### config.mk
export PLATFORM = sky130hd
export DESIGN_NAME = ov7670_config_ctrl
export DESIGN_NICKNAME = d
export VERILOG_FILES = /design/src/rtl/ov7670_pkg.sv /design/src/rtl/cfg_delay_timer.sv /design/src/rtl/ov7670_config_ctrl.sv
export SDC_FILE = /design/constraint.sdc
export NUM_CORES = 1
export LEC_CHECK = 0
export BUFFER_PORTS_ARGS = -buffer_cell sky130_fd_sc_hd__buf_2
export CORE_UTILIZATION = 53
export DETAILED_ROUTE_END_ITERATION = 10
export GPL_ROUTABILITY_DRIVEN = 0
export PLACE_DENSITY = 0.8
export SLEW_MARGIN = 20
export SYNTH_ARGS = -nofsm -noshare
export SYNTH_HDL_FRONTEND = slang
export SYNTH_HIERARCHICAL = 1
export SYNTH_SLANG_ARGS = --single-unit
### constraint.sdc
create_clock -name i_clk -period 2.7 [get_ports i_clk]
set_clock_uncertainty 0.15 [all_clocks]
set_input_delay 0.81 -clock i_clk [delete_from_list [all_inputs] [get_ports i_clk]]
set_output_delay 0.81 -clock i_clk [all_outputs]
set_load 0.03 [all_outputs]
### src/rtl/ov7670_pkg.sv
// OV7670 configuration shared definitions: setup ROM markers,
// sequencer state encoding and the camera's SCCB device ID.
package ov7670_pkg;

    localparam logic [15:0] ROM_END        = 16'hFFFF;
    localparam logic [15:0] ROM_DELAY      = 16'hFFF0;
    localparam logic [7:0]  ROM_LAST_IDX   = 8'hFF;
    localparam logic [7:0]  OV7670_SCCB_ID = 8'h42;

    localparam logic [3:0] S_IDLE    = 4'd0;
    localparam logic [3:0] S_FETCH   = 4'd1;
    localparam logic [3:0] S_DECODE  = 4'd2;
    localparam logic [3:0] S_ISSUE   = 4'd3;
    localparam logic [3:0] S_WAIT_LO = 4'd4;
    localparam logic [3:0] S_WAIT_HI = 4'd5;
    localparam logic [3:0] S_DELAY   = 4'd6;
    localparam logic [3:0] S_NEXT    = 4'd7;
    localparam logic [3:0] S_DONE    = 4'd8;

    typedef enum logic [3:0] {
        ST_IDLE    = S_IDLE,
        ST_FETCH   = S_FETCH,
        ST_DECODE  = S_DECODE,
        ST_ISSUE   = S_ISSUE,
        ST_WAIT_LO = S_WAIT_LO,
        ST_WAIT_HI = S_WAIT_HI,
        ST_DELAY   = S_DELAY,
        ST_NEXT    = S_NEXT,
        ST_DONE    = S_DONE
    } cfg_state_e;

    function automatic logic is_busy(input cfg_state_e s);
        return (s != ST_IDLE) && (s != ST_DONE);
    endfunction

endpackage

### src/rtl/cfg_delay_timer.sv
// Delay counter for the configuration sequencer: clears on request,
// counts while enabled, flags the last cycle of a TERMINAL-cycle wait.
module cfg_delay_timer
    import ov7670_pkg::*;
#(
    parameter int CNT_W    = 18,
    parameter int TERMINAL = 250_000
) (
    input  logic i_clk,
    input  logic i_rst,
    input  logic i_clr,
    input  logic i_en,
    output logic o_tc
);

    logic [CNT_W-1:0] r_cnt;

    always_ff @(posedge i_clk) begin
        if (i_rst || i_clr) begin
            r_cnt <= '0;
        end else if (i_en) begin
            r_cnt <= r_cnt + CNT_W'(1);
        end
    end

    assign o_tc = (r_cnt == CNT_W'(TERMINAL - 1));

endmodule

### src/rtl/ov7670_config_ctrl.sv
// OV7670 setup sequencer: walks the setup ROM from index 0 and issues
// one SCCB register write per entry, honouring delay and end markers.
module ov7670_config_ctrl
    import ov7670_pkg::*;
#(
    parameter int DELAY_CYCLES = 250_000,
    parameter int CNT_W        = 18
) (
    input  logic        i_clk,
    input  logic        i_rst,
    input  logic        i_start,
    output logic [7:0]  o_rom_select,
    input  logic [15:0] i_rom_out,
    input  logic        i_sccb_ready,
    input  logic        i_sccb_nack,
    output logic        o_sccb_start,
    output logic [7:0]  o_sccb_addr,
    output logic [7:0]  o_sccb_data,
    output logic        o_busy,
    output logic        o_done,
    output logic        o_err
);

    cfg_state_e r_state;
    cfg_state_e w_state_nxt;

    logic [7:0] r_rom_select;
    logic [7:0] r_addr;
    logic [7:0] r_data;
    logic       r_sccb_start;
    logic       r_busy;
    logic       r_done;
    logic       r_err;

    logic [7:0] w_sel_nxt;
    logic [7:0] w_addr_nxt;
    logic [7:0] w_data_nxt;
    logic       w_start_nxt;
    logic       w_err_nxt;
    logic       w_tmr_clr;
    logic       w_tmr_en;
    logic       w_tmr_tc;

    cfg_delay_timer #(
        .CNT_W    (CNT_W),
        .TERMINAL (DELAY_CYCLES)
    ) u_delay (
        .i_clk (i_clk),
        .i_rst (i_rst),
        .i_clr (w_tmr_clr),
        .i_en  (w_tmr_en),
        .o_tc  (w_tmr_tc)
    );

    always_comb begin
        w_state_nxt = r_state;
        w_sel_nxt   = r_rom_select;
        w_addr_nxt  = r_addr;
        w_data_nxt  = r_data;
        w_start_nxt = 1'b0;
        w_err_nxt   = r_err;
        w_tmr_clr   = 1'b0;
        w_tmr_en    = 1'b0;
        unique case (r_state)
            ST_IDLE: begin
                if (i_start) begin
                    w_state_nxt = ST_FETCH;
                    w_sel_nxt   = 8'h00;
                    w_err_nxt   = 1'b0;
                end
            end
            ST_FETCH: begin
                w_state_nxt = ST_DECODE;
            end
            ST_DECODE: begin
                unique case (1'b1)
                    (i_rom_out == ROM_END): begin
                        w_state_nxt = ST_DONE;
                    end
                    (i_rom_out == ROM_DELAY): begin
                        w_state_nxt = ST_DELAY;
                        w_tmr_clr   = 1'b1;
                    end
                    default: begin
                        w_state_nxt = ST_ISSUE;
                        w_addr_nxt  = i_rom_out[15:8];
                        w_data_nxt  = i_rom_out[7:0];
                    end
                endcase
            end
            ST_ISSUE: begin
                if (i_sccb_ready) begin
                    w_start_nxt = 1'b1;
                    w_state_nxt = ST_WAIT_LO;
                end
            end
            ST_WAIT_LO: begin
                if (!i_sccb_ready) begin
                    w_state_nxt = ST_WAIT_HI;
                end
            end
            ST_WAIT_HI: begin
                if (i_sccb_ready) begin
                    w_err_nxt   = r_err | i_sccb_nack;
                    w_state_nxt = ST_NEXT;
                end
            end
            ST_DELAY: begin
                w_tmr_en = 1'b1;
                if (w_tmr_tc) begin
                    w_state_nxt = ST_NEXT;
                end
            end
            ST_NEXT: begin
                if (r_rom_select == ROM_LAST_IDX) begin
                    w_state_nxt = ST_DONE;
                end else begin
                    w_sel_nxt   = r_rom_select + 8'd1;
                    w_state_nxt = ST_FETCH;
                end
            end
            ST_DONE: begin
                if (i_start) begin
                    w_state_nxt = ST_FETCH;
                    w_sel_nxt   = 8'h00;
                    w_err_nxt   = 1'b0;
                end
            end
            default: begin
                w_state_nxt = ST_IDLE;
            end
        endcase
    end

    // rst wins over a coincident start; an in-flight write is abandoned
    always_ff @(posedge i_clk) begin
        if (i_rst) begin
            r_state      <= ST_IDLE;
            r_rom_select <= 8'h00;
            r_addr       <= 8'h00;
            r_data       <= 8'h00;
            r_sccb_start <= 1'b0;
            r_busy       <= 1'b0;
            r_done       <= 1'b0;
            r_err        <= 1'b0;
        end else begin
            r_state      <= w_state_nxt;
            r_rom_select <= w_sel_nxt;
            r_addr       <= w_addr_nxt;
            r_data       <= w_data_nxt;
            r_sccb_start <= w_start_nxt;
            r_busy       <= is_busy(w_state_nxt);
            r_done       <= (w_state_nxt == ST_DONE);
            r_err        <= w_err_nxt;
        end
    end

    assign o_rom_select = r_rom_select;
    assign o_sccb_start = r_sccb_start;
    assign o_sccb_addr  = r_addr;
    assign o_sccb_data  = r_data;
    assign o_busy       = r_busy;
    assign o_done       = r_done;
    assign o_err        = r_err;

endmodule

==> out/results.tsv <==
stage	metric	value	unit
timing	Tightest Pin Transition	0.449	ns
clocking	setup bufs post-CTS	0	
outcome	status	finished clean	
clocking	Num Clock Sinks	50	
synthesis	Post-synth ARST share	0	%
final_layout	most common cell after layout, fill and taps aside	dfxtp_1	
final_layout	FILL cells	359	
timing	min Tclk post-route	2.51	ns
critical_path	Setup Crit Path Kind	register to register	
clocking	TritonCTS Buffers	5	
drt	drt via density	5.49	
drt	final wirelength	4520	um
timing	unrepaired setup endpoints after global routing	no	
synthesis	synth warn	6	
critical_path	Worst Path Max Fanout	9	
critical_path	CP endpoint kind	register	
clocking	CTS max path bufs	2	
clocking	cts hold-fix bufs	0	
die	core area	4060	um2
synthesis	Yosys top cell area share	44.3	%
timing	setup_tns	0	ns
synthesis	Main synth FF type	dfxtp_1	
power_and_ir_drop	sequential power share	44.4	%
timing	fin. max-slew vios	0	
critical_path	r2r setup slk	0.19	ns
power_and_ir_drop	clock share of power	32.5	%
synthesis	synth unique cells	46	
power_and_ir_drop	pwr/cell area	707	nW/um2
clocking	Skew-Pair Late Insertion Delay	0.30	ns
worst_hold_path	Worst Hold Depth	1	
grt	initial antenna violation count	0	
synthesis	Synth area leaders	dfxtp_1, mux2i_1, nor2_1	
final_layout	share of cells above drive strength 1	23.4	%
drt	DRC errors left	0	
placement	I/O Buffers	48	
synthesis	Syn Area/Cell	8.80	um2
die	chip height	67.3	um
grt	grt ovf	0	
die	Die Wd	67.3	um
clocking	post-CTS sizing	0	
worst_hold_path	worst min path class	register to register	
power_and_ir_drop	maximum VDD drop	0.000394	V
clocking	CTS tree	yes	
clocking	H-tree depth	2	
timing	setup violators final	0	
final_layout	Final nets	330	
timing	Max Fclk	398	MHz
critical_path	R2R cell count	7	
synthesis	EDFF count, synth	0	
synthesis	synthesized area	2260	um2
flow_run	Max Cap Viol	0	
synthesis	Syn Nets	280	
timing	final hold viol count	0	
timing	Tcrit/Tclk final	93.0	%
die	# rows	23	
synthesis	top cell type by total area after synthesis	dfxtp_1	
clocking	clock slew seen by the registers of the worst setup and hold paths	0.09	ns
timing	Hold WS	0.333	ns
critical_path	CP arrival	2.59	ns
placement	DP HPWL	3310	um
final_layout	commonest non-fill, non-tap cells in the layout	dfxtp_1, buf_2, nor2_1	
die	Initial Util	55.7	%
drt	Final ANT Viol Nets	0	
drt	wire per inst	12.6	um
final_layout	synthesis-to-finish area growth	18.3	%
clocking	Clock Root Buffer	clkbuf_8	
critical_path	CP startpoint kind	register	
drt	Initial DRC Count	75	
power_and_ir_drop	Pleak	1.04	nW
die	die area	4530	um2
drt	Via Count	1964	
power_and_ir_drop	net switching power of the design	562	uW
grt	GRT Total Usage	21.6	%
critical_path	CP required	2.78	ns
final_layout	antenna diode count	0	
grt	global-route wire length before repair	7410	um
power_and_ir_drop	switching fraction of total power	29.7	%
synthesis	Mapped Cells	257	
grt	vias in the first global route	1745	
grt	pin count of the biggest net entering global routing	23	
timing	Max-Slew Margin vs Limit	70.0	%
die	# IOs	49	
power_and_ir_drop	internal power	1.33	mW
drt	DR pass1 iterations	4	
synthesis	Yosys reg bits	50	
power_and_ir_drop	power share of the combinational group	23.1	%
synthesis	sequential fraction of the synthesis area	44.3	%
## logic make-up (layout without fill, tap and decap cells)
logic type / after synthesis / count (layout) / share of synthesized area [%]
AOI/OAI and AO/OA: 37 / 37 / 10.2
xor gates and xnor gates: 14 / 14 / 5.42
adders and majority gates: 2 / 2 / 1.11
buffers and inverters: 17 / 68 / 3.87
DFF: 50 / 50 / 44.3
muxes: 19 / 19 / 8.47
and+or+nand+nor: 118 / 118 / 26.7
## layout make-up
cell class | instances | area, um2 | area share, %
Clock buffer | 5 | 68.8 | 2.57
Clock inverter | 3 | 68.8 | 2.57
Inverter | 8 | 30.0 | 1.12
Multi-Input combinational cell | 190 | 1170 | 43.8
Sequential cell | 50 | 1000 | 37.4
Tap cell | 50 | 62.6 | 2.34
Timing Repair Buffer | 52 | 270 | 10.1
## cell usage after synthesis (2+ instances only)
master,instances
a21oi_1,16
inv_1,8
or3_2,3
nand4_1,9
nand3_2,2
xor2_1,4
nor4_1,4
mux2i_1,18
or3_1,6
or4_1,4
o31ai_1,2
o21ai_0,7
clkbuf_1,4
nor3_1,6
ha_1,2
xnor2_1,10
buf_2,3
nor2_1,46
nand2_1,16
dfxtp_1,50
nand3_1,8
nand4b_1,2
nand2b_1,2
a211oi_1,3
## critical path, stage by stage, from the launching register on
cell and delay (ns):
dfxtp_1 0.47, nand2_1 0.15, nor2_1 0.23, buf_4 0.19, nand4_1 0.17, or3_1 0.46, or4_1 0.48, a21oi_1 0.14
## path summary, 6_finish.rpt
path	from	endpoint
worst max-delay path	r_state[2]$_SDFF_PP0_	u_delay/r_cnt[16]$_SDFFE_PP0P_
worst min-delay path	o_err$_SDFFE_PP0P_	o_err$_SDFFE_PP0P_
worst max register to register	r_state[2]$_SDFF_PP0_	u_delay/r_cnt[16]$_SDFFE_PP0P_
worst min register to register	o_err$_SDFFE_PP0P_	o_err$_SDFFE_PP0P_
## power groups by stage
stage,combinational (mW),clock (mW),sequential (mW)
after floorplan,0.257,0,0.945
after global placement,0.430,0,0.856
after detailed placement,0.438,0,0.856
after CTS,0.438,0.626,0.841
after global routing,0.477,0.661,0.851
final,0.437,0.614,0.840
## flip-flops by register name (all words and copies together) (netlist names), 4 cells and up
| signal | count |
|---|---|
| u_delay/r_cnt | 18 |
| o_rom_select | 8 |
| o_sccb_addr | 8 |
| o_sccb_data | 8 |
| r_state | 4 |
## through the flow
stage	setup slack [ns]	cells	util, %	cell area [um2]	total power [mW]
floorplan	0.169	257	-	2260	1.20
detailed placement	0.220	350	62.5	2540	1.29
global placement	0.264	350	62.5	2540	1.29
finish	0.190	358	65.9	2670	1.89
CTS	0.202	358	65.9	2670	1.91
global route	0.0141	358	65.9	2670	1.99
## routing by layer
metal / track usage, % / up-vias / wire length (um)
met5: 0 / - / 0
li1: - / 1004 / -
met4: 9.84 / 0 / 105
met1: 26.9 / 905 / 2150
met2: 35.5 / 44 / 2070
met3: 4.56 / 11 / 194
Power figures use the tool's default switching activity.
